===== src/rtl/mips_issue_queue.sv =====
// Issue buffer ahead of the 4-stage MIPS core: FIFO of {instruction, output_reg},
// one registered issue per cycle, plus in-flight tracking and issue/fail statistics.
module mips_issue_queue #(
    parameter int DEPTH = 8,
    parameter int CNT_W = 16
) (
    input  logic                     clk,
    input  logic                     rst_n,
    input  logic                     s_valid,
    input  logic [31:0]              s_instruction,
    input  logic [19:0]              s_output_reg,
    output logic                     s_ready,
    input  logic                     issue_en,
    input  logic                     flush,
    output logic                     in_valid,
    output logic [31:0]              instruction,
    output logic [19:0]              output_reg,
    input  logic                     core_out_valid,
    input  logic                     core_instruction_fail,
    output logic [$clog2(DEPTH):0]   level,
    output logic [2:0]               inflight,
    output logic [CNT_W-1:0]         issued_cnt,
    output logic [CNT_W-1:0]         fail_cnt,
    output logic                     idle
);

    localparam int AW = $clog2(DEPTH);
    localparam int LW = AW + 1;
    localparam logic [LW-1:0] FULL = LW'(DEPTH);
    localparam logic [CNT_W-1:0] CNT_MAX = '1;

    logic [31:0]    r_mem_ins [DEPTH];
    logic [19:0]    r_mem_reg [DEPTH];
    logic [AW-1:0]  r_head;
    logic [AW-1:0]  r_tail;
    logic [LW-1:0]  r_level;
    logic           r_in_valid;
    logic [31:0]    r_instr;
    logic [19:0]    r_oreg;
    logic [2:0]     r_inflight;
    logic [CNT_W-1:0] r_issued;
    logic [CNT_W-1:0] r_fail;

    logic w_push;
    logic w_pop;
    logic w_ret;
    logic w_fail;

    assign s_ready = (r_level != FULL) && !flush;
    assign w_push  = s_valid && s_ready;
    assign w_pop   = issue_en && (r_level != '0) && !flush;
    // Returns with nothing in flight are ignored so the count never wraps.
    assign w_ret   = core_out_valid && (r_inflight != 3'd0);
    assign w_fail  = core_out_valid && core_instruction_fail;

    always_ff @(posedge clk) begin
        if (w_push) begin
            r_mem_ins[r_tail] <= s_instruction;
            r_mem_reg[r_tail] <= s_output_reg;
        end
    end

    always_ff @(posedge clk or negedge rst_n) begin
        if (!rst_n) begin
            r_head     <= '0;
            r_tail     <= '0;
            r_level    <= '0;
            r_in_valid <= 1'b0;
            r_instr    <= '0;
            r_oreg     <= '0;
        end else if (flush) begin
            r_head     <= '0;
            r_tail     <= '0;
            r_level    <= '0;
            r_in_valid <= 1'b0;
            r_instr    <= '0;
            r_oreg     <= '0;
        end else begin
            if (w_push) r_tail <= r_tail + 1'b1;
            if (w_pop) begin
                r_head     <= r_head + 1'b1;
                r_in_valid <= 1'b1;
                r_instr    <= r_mem_ins[r_head];
                r_oreg     <= r_mem_reg[r_head];
            end else begin
                r_in_valid <= 1'b0;
                r_instr    <= '0;
                r_oreg     <= '0;
            end
            if (w_push && !w_pop) r_level <= r_level + 1'b1;
            else if (!w_push && w_pop) r_level <= r_level - 1'b1;
        end
    end

    // Flush leaves these alone: issued work still completes in the core.
    always_ff @(posedge clk or negedge rst_n) begin
        if (!rst_n) begin
            r_inflight <= '0;
            r_issued   <= '0;
            r_fail     <= '0;
        end else begin
            if (w_pop && !w_ret) r_inflight <= r_inflight + 3'd1;
            else if (!w_pop && w_ret) r_inflight <= r_inflight - 3'd1;
            if (w_pop && r_issued != CNT_MAX) r_issued <= r_issued + 1'b1;
            if (w_fail && r_fail != CNT_MAX) r_fail <= r_fail + 1'b1;
        end
    end

    assign in_valid    = r_in_valid;
    assign instruction = r_instr;
    assign output_reg  = r_oreg;
    assign level       = r_level;
    assign inflight    = r_inflight;
    assign issued_cnt  = r_issued;
    assign fail_cnt    = r_fail;
    assign idle        = (r_level == '0) && (r_inflight == 3'd0);

endmodule


===== config.mk =====
export PLATFORM = sky130hd
export DESIGN_NAME = mips_issue_queue
export DESIGN_NICKNAME = d
export VERILOG_FILES = /design/src/rtl/mips_issue_queue.sv
export SDC_FILE = /design/constraint.sdc
export NUM_CORES = 1
export LEC_CHECK = 0
export ABC_AREA = 1
export CAP_MARGIN = 25
export CORE_MARGIN = 2
export CORE_UTILIZATION = 39
export CTS_CLUSTER_DIAMETER = 200
export DETAILED_ROUTE_END_ITERATION = 6
export DONT_BUFFER_PORTS = 1
export HOLD_SLACK_MARGIN = 0.02
export PLACE_DENSITY = 0.65
export SYNTH_ARGS = -nofsm -noshare
export SYNTH_HDL_FRONTEND = slang
export SYNTH_SLANG_ARGS = --single-unit
export TNS_END_PERCENT = 10

===== constraint.sdc =====
create_clock -name clk -period 4.1 [get_ports clk]
set_input_delay 0 -clock clk [delete_from_list [all_inputs] [get_ports clk]]
set_output_delay 0 -clock clk [all_outputs]
set_load 0.02 [all_outputs]

* Word-level counts from Yosys, hierarchy flattened
Memory sizes are Yosys's and may differ from the RTL's.
Index checks and enable logic that the tools add are counted.
** Word-level totals
- Register bits after elaboration :: 98
- RAM bits :: 416
- Bits of input ports :: 59
- Output and inout port bits :: 94
- Word-level logic and storage cells :: 64
- Memories :: 2
** Cells by class
- $add $sub $neg :: 8
- Equality and inequality tests :: 3
- Mux-type cells :: 17
- Reduce and logical (&&, ||, !) cells :: 25
** Memories
- r_mem_ins :: words 8, width 32, rd ports 1, clocked after memory_dff 0, wr ports 1, line 32 : logic [31:0] r_mem_ins [DEPTH];
- r_mem_reg :: words 8, width 20, rd ports 1, clocked after memory_dff 0, wr ports 1, line 33 : logic [19:0] r_mem_reg [DEPTH];
** Operator list (count)
- two-way mux 32 bit :: 2
- two-way mux 20 bit :: 2
- adder 16 x 1 -> 16 bit (second input constant) :: 2
- != test 16 bit (second input constant) :: 2
- two-way mux 3 bit :: 6
- logical AND 1 bit :: 13
- two-way mux 4 bit :: 3
- adder 3 x 1 -> 3 bit (second input constant) :: 3
- nonzero test 2 bit :: 3
- nonzero test 3 bit :: 2
- adder 4 x 1 -> 4 bit (second input constant) :: 1
- logical NOT 1 bit :: 4
- logical NOT 4 bit :: 1
- two-way mux 1 bit :: 4
- != test 4 bit (second input constant) :: 1
- nonzero test 4 bit :: 1
- subtractor 4 x 1 -> 4 bit (second input constant) :: 1
- logical NOT 3 bit :: 1
- subtractor 3 x 1 -> 3 bit (second input constant) :: 1

* Depth between registers and ports, before layout
- Word-level depth :: 8
- Gate-level depth with buffers :: 14
- Gate-level depth less buffers :: 14

* Worst setup path before layout
No wires, ideal clock.
- Path type :: register to register
- From :: reg r_level[0], in the netlist level[0]
- To :: mem r_mem_ins[0][0] (enable)
- Setup time :: 0.462 ns
- Arrival :: 3.247 ns
- Required time :: 3.638 ns
- Setup slack :: 0.391 ns
- Cell stages (with the launch flop) :: 7
- Buffers on the path :: 0
- Clock period less this slack :: 3.709 ns
- Cell sequence :: dfrtp_1 -> nor2_1 -> nand2_1 -> nand3_1 -> inv_1 -> nand2_1 -> nor2_1
** Between the ends
- Cells in the longest elaborated chain, start to end :: 5
** Ends and longest elaborated chain
- start: declaration :: line 36 : logic [LW-1:0] r_level;
- start signal: assignment :: line 90 : if (w_push && !w_pop) r_level <= r_level + 1'b1;
- start signal: assignment :: line 91 : else if (!w_push && w_pop) r_level <= r_level - 1'b1;
- != test 4 bit :: line 49 : assign s_ready = (r_level != FULL) && !flush;
- logical AND 1 bit :: line 49
- logical AND 1 bit :: line 50 : assign w_push = s_valid && s_ready;
- two-way mux 1 bit :: line 57 : if (w_push) begin
- two-way mux 1 bit (not written as such) :: line 58 : r_mem_ins[r_tail] <= s_instruction;
- end: declaration :: line 32
No other way between the ends.

* Final worst setup path
- From :: reg r_level[0], in the netlist level[0]
- To :: reg r_level[3], in the netlist level[3]
** Between the ends
- Cells in the longest elaborated chain, start to end :: 7
- Elaborated cells on any way between the ends :: 16
- Classes of those cells :: add/sub: 2; eq/ne: 1; mux: 3; reduce/logical: 10
** Ends and longest elaborated chain
- parallel branches: the longest is 7 deep, another holds subtractor 4 x 1 -> 4 bit
Several ways; the timed one is not identified. The select of a mux whose other input is x is not followed.
A chain may end at the register's enable or synchronous reset.

==> impl_results.md <==
* Outcome: complete, no violations
* Final slew viol count at 0
* Final-layout worst hold slack at between 0.08 and 0.09 ns
* Leakage power figure at between 0.008 and 0.009 uW
* Antenna viol nets, final at 0
* Count of flip-flops with a built-in enable after synthesis at 416
* Detailed Route WL at between 40 and 50 mm
* Number of endpoints with negative hold slack in the final report at 0
* Flip-flop and latch count after synthesis at just over 500
* Synth area leaders: sky130_fd_sc_hd__edfxtp_1, sky130_fd_sc_hd__dfrtp_1, sky130_fd_sc_hd__nand2_1
* Relative slew margins at 0.3773
* Fmax at 0.2616 GHz
* Total routing resource utilization after global routing at 0.1751
* Layout overhead on the synthesized area at 15.81%
* Via count of the first global-routing pass at 12,350
* Syn avg cell area at 11.89 um2
* Critical path start-end classification: register to register
* Depth of the worst hold-timing path at 1
* Number of endpoints failing setup at the final stage at 0
* Wire length of the first global-routing pass at 72.91 mm
* Critical Path RT at between 4 and 5 ns
* Gate count after technology mapping at approximately 1,700
* Placement Rows at a little over 80
* Fraction of layout cells with a size suffix above 1 at 0.07743
* Worst-skew pair later-pin latency at ~0.6 ns
* Number of cells after detailed placement at approximately 2,300
* Area of the die at 53,990 um2
* Post-Layout Cell Count at ~2,500
* Initial standard-cell utilization of the core at 0.3956
* CTS tree: yes
* Total clock buffers created by CTS at 53
* Power per Cell Area at 573.5 nW/um2
* Clock sink total at roughly 510
* Pin count of the biggest net entering global routing at roughly 120
* Largest driver fanout on the critical path at 6
* Most common flop cell mapped by yosys: sky130_fd_sc_hd__edfxtp_1
* Detail Route met2 WL at 22.79 mm
* Number of nets in the final layout at 1,831
* Die width at 232.4 um
* Final Cell Area at about 24,000 um2
* Final weighted congestion in routability-driven placement at around 0.87
* Overall die height at around 230 um
* Crit end category: register
* Power consumption at roughly 14,000 uW
* Maximum count of clock buffers along a single path at 3
* Cell accounting for the most synthesized area: sky130_fd_sc_hd__edfxtp_1
* Peak ir drop on the vdd network at 0.5263 mV
* DR pass1 iterations at 5
* RSZ-0062 raised after global routing: no
* Post-DR vias/cell at 5.141
* Placement Cell Area at 21,060 um2
* Via count at 12,820
* Proportion of netlist area held by the largest area contributor at 0.6143
* Synthesized netlist net count at between 1,500 and 2,000
* Initial antenna violation count at 4
* Share of synthesized flip-flops with an asynchronous set or reset at 0.1907
* Clk root buf: sky130_fd_sc_hd__clkbuf_16
* Setup_tns at 0 ns
* Routed length on met3 at around 3.1 mm
* Number of warning messages in the yosys log at 0
* Number of I/O port buffers at 0
* Number of H-tree levels at 2
* Clock Skew at about 0.023 ns
* Wire length per cell after detailed routing at approximately 19 um
* Number of max-cap violations at 0
* Boundary Pins at between 150 and 200
* Minimum clock period at 3.823 ns
* Post-CTS Setup Inserts at 0
* Area of the placeable core at slightly above 50,000 um2
* Drt first-iter violations at approximately 1,000
* Sequential element share of the synthesized area at 0.7349
* Most used standard cell by instance count after synthesis: sky130_fd_sc_hd__edfxtp_1
* Least-Margin Pin Slew at 0.9327 ns
* Launching element type of the critical path: register
* Arrival time at the worst endpoint at 4.36 ns
* Class of the most critical hold timing path: input pin to output port
* Fin crit share at 0.9325
* Wire length on met1 at about 21 mm
* Half-perimeter wire length after detailed placement at about 26 mm
* Max reg flops at ~260
* Clk pin slew, worst setup/hold paths at around 0.060 ns
* Depth of the most critical reg-to-reg path at 11
* Uppermost metal layer occupied by signal nets: met5
* Commonest cells in the netlist: sky130_fd_sc_hd__edfxtp_1, sky130_fd_sc_hd__nand2_1, sky130_fd_sc_hd__nor2_1
* Total congestion overflow after global routing at 0
* Cells resized by post-CTS repair at 0
* Number of distinct library cells after synthesis at 30
* Count of unresolved DRC violations after routing at 0
* Netlist area before placement at about 20,000 um2
-- layer usage --
metal | vias to the layer above | GRT usage
li1 | 6064 | -
met1 | 6307 | 0.2356
met2 | 381 | 0.2855
met3 | 63 | 0.03475
met4 | 2 | 0.05569
met5 | - | 0
-- cell type report --
class                      count  area (um2)
antenna                        5       12.51
clock inverter                28       341.6
timing repair buffer          87       920.9
clock buffer                  72        1448
sequential                   514       14950
tap                          680       850.8
fill                        4527       27850
inverter                      42       163.9
multi-input combinational   1065        4861
-- timing repair --
| item | CTS | global route |
|---|---|---|
| hold buffers | 66 | 0 |
| endpoints found under the hold margin | 553 | 0 |
| endpoints found under the setup margin | 0 | 0 |
-- worst max-delay path, cell delays in order (launching register included) --
cell	delay, ns
sky130_fd_sc_hd__dfrtp_1	0.50
sky130_fd_sc_hd__nor2_1	0.28
sky130_fd_sc_hd__nand2_2	0.13
sky130_fd_sc_hd__nand2_2	0.13
sky130_fd_sc_hd__nand4_1	0.17
sky130_fd_sc_hd__dlygate4sd3_1	0.65
sky130_fd_sc_hd__a21oi_1	0.14
sky130_fd_sc_hd__dlygate4sd3_1	0.56
sky130_fd_sc_hd__nand2_1	0.04
sky130_fd_sc_hd__dlygate4sd3_1	0.54
sky130_fd_sc_hd__nand2_1	0.06
sky130_fd_sc_hd__dlygate4sd3_1	0.55
-- report_power, final --
group	internal [uW]	leakage (uW)	switching, uW	total, uW
Sequential	5970	0.00507	549	6520
Combinational	670	0.00255	1420	2090
Clock	2870	0.000857	2020	4890
-- cells in the final DEF, fill, tap and decap left out, types with 2 or more instances in the layout --
master / count
sky130_fd_sc_hd__inv_1: 32
sky130_fd_sc_hd__clkbuf_1: 14
sky130_fd_sc_hd__clkinv_8: 2
sky130_fd_sc_hd__clkbuf_8: 5
sky130_fd_sc_hd__clkinv_4: 2
sky130_fd_sc_hd__inv_6: 2
sky130_fd_sc_hd__edfxtp_1: 416
sky130_fd_sc_hd__clkinvlp_4: 7
sky130_fd_sc_hd__inv_2: 7
sky130_fd_sc_hd__nor2_1: 238
sky130_fd_sc_hd__clkinv_2: 11
sky130_fd_sc_hd__xor2_1: 11
sky130_fd_sc_hd__nand2_2: 2
sky130_fd_sc_hd__nand4_1: 8
sky130_fd_sc_hd__buf_4: 15
sky130_fd_sc_hd__o21ai_1: 41
sky130_fd_sc_hd__nand2_1: 351
sky130_fd_sc_hd__xnor2_1: 9
sky130_fd_sc_hd__fa_1: 2
sky130_fd_sc_hd__nor3_1: 60
sky130_fd_sc_hd__nand3_1: 126
sky130_fd_sc_hd__dlygate4sd3_1: 64
sky130_fd_sc_hd__bufinv_16: 6
sky130_fd_sc_hd__dfrtp_1: 95
sky130_fd_sc_hd__clkbuf_16: 53
sky130_fd_sc_hd__nand3_2: 3
sky130_fd_sc_hd__a21oi_1: 109
sky130_fd_sc_hd__diode_2: 5
sky130_fd_sc_hd__nor2_4: 10
sky130_fd_sc_hd__nor3_2: 2
sky130_fd_sc_hd__ha_1: 7
sky130_fd_sc_hd__o21ai_0: 83
sky130_fd_sc_hd__buf_12: 7
sky130_fd_sc_hd__dfrtp_4: 2
-- metrics by stage --
step / utilization / setup WS (ns)
final: 0.4581 / 0.2769
after CTS: 0.4579 / 0.3588
after detailed placement: 0.4097 / 1.262
after floorplan: - / 0.3914
after global routing: 0.4581 / 0.1380
after global placement: 0.4097 / 1.344
-- path summary, 6_finish.rpt --
kind,endpoint,slack (ns),start
min in group asynchronous,in_valid,0.49,rst_n
max in group asynchronous,output_reg[5],3.16,rst_n
worst max-delay path,level[3],0.28,level[0]
worst min register to register,r_tail[0],0.61,r_tail[0]
worst max register to register,level[3],0.28,level[0]
worst min-delay path,s_ready,0.08,flush
-- logic make-up (layout without fill, tap and decap cells) --
| family | count (synthesis) | after routing | synth area share |
|---|---|---|---|
| mux | 1 | 1 | 0.0005537 |
| other cells | 0 | 5 | 0 |
| simple gates | 802 | 802 | 0.1633 |
| buf+inv | 132 | 229 | 0.02904 |
| compound gates | 233 | 233 | 0.05734 |
| flops | 514 | 514 | 0.7349 |
| fa+ha+maj | 9 | 9 | 0.006276 |
| xor+xnor | 20 | 20 | 0.008614 |
Power figures use the tool's default switching activity.
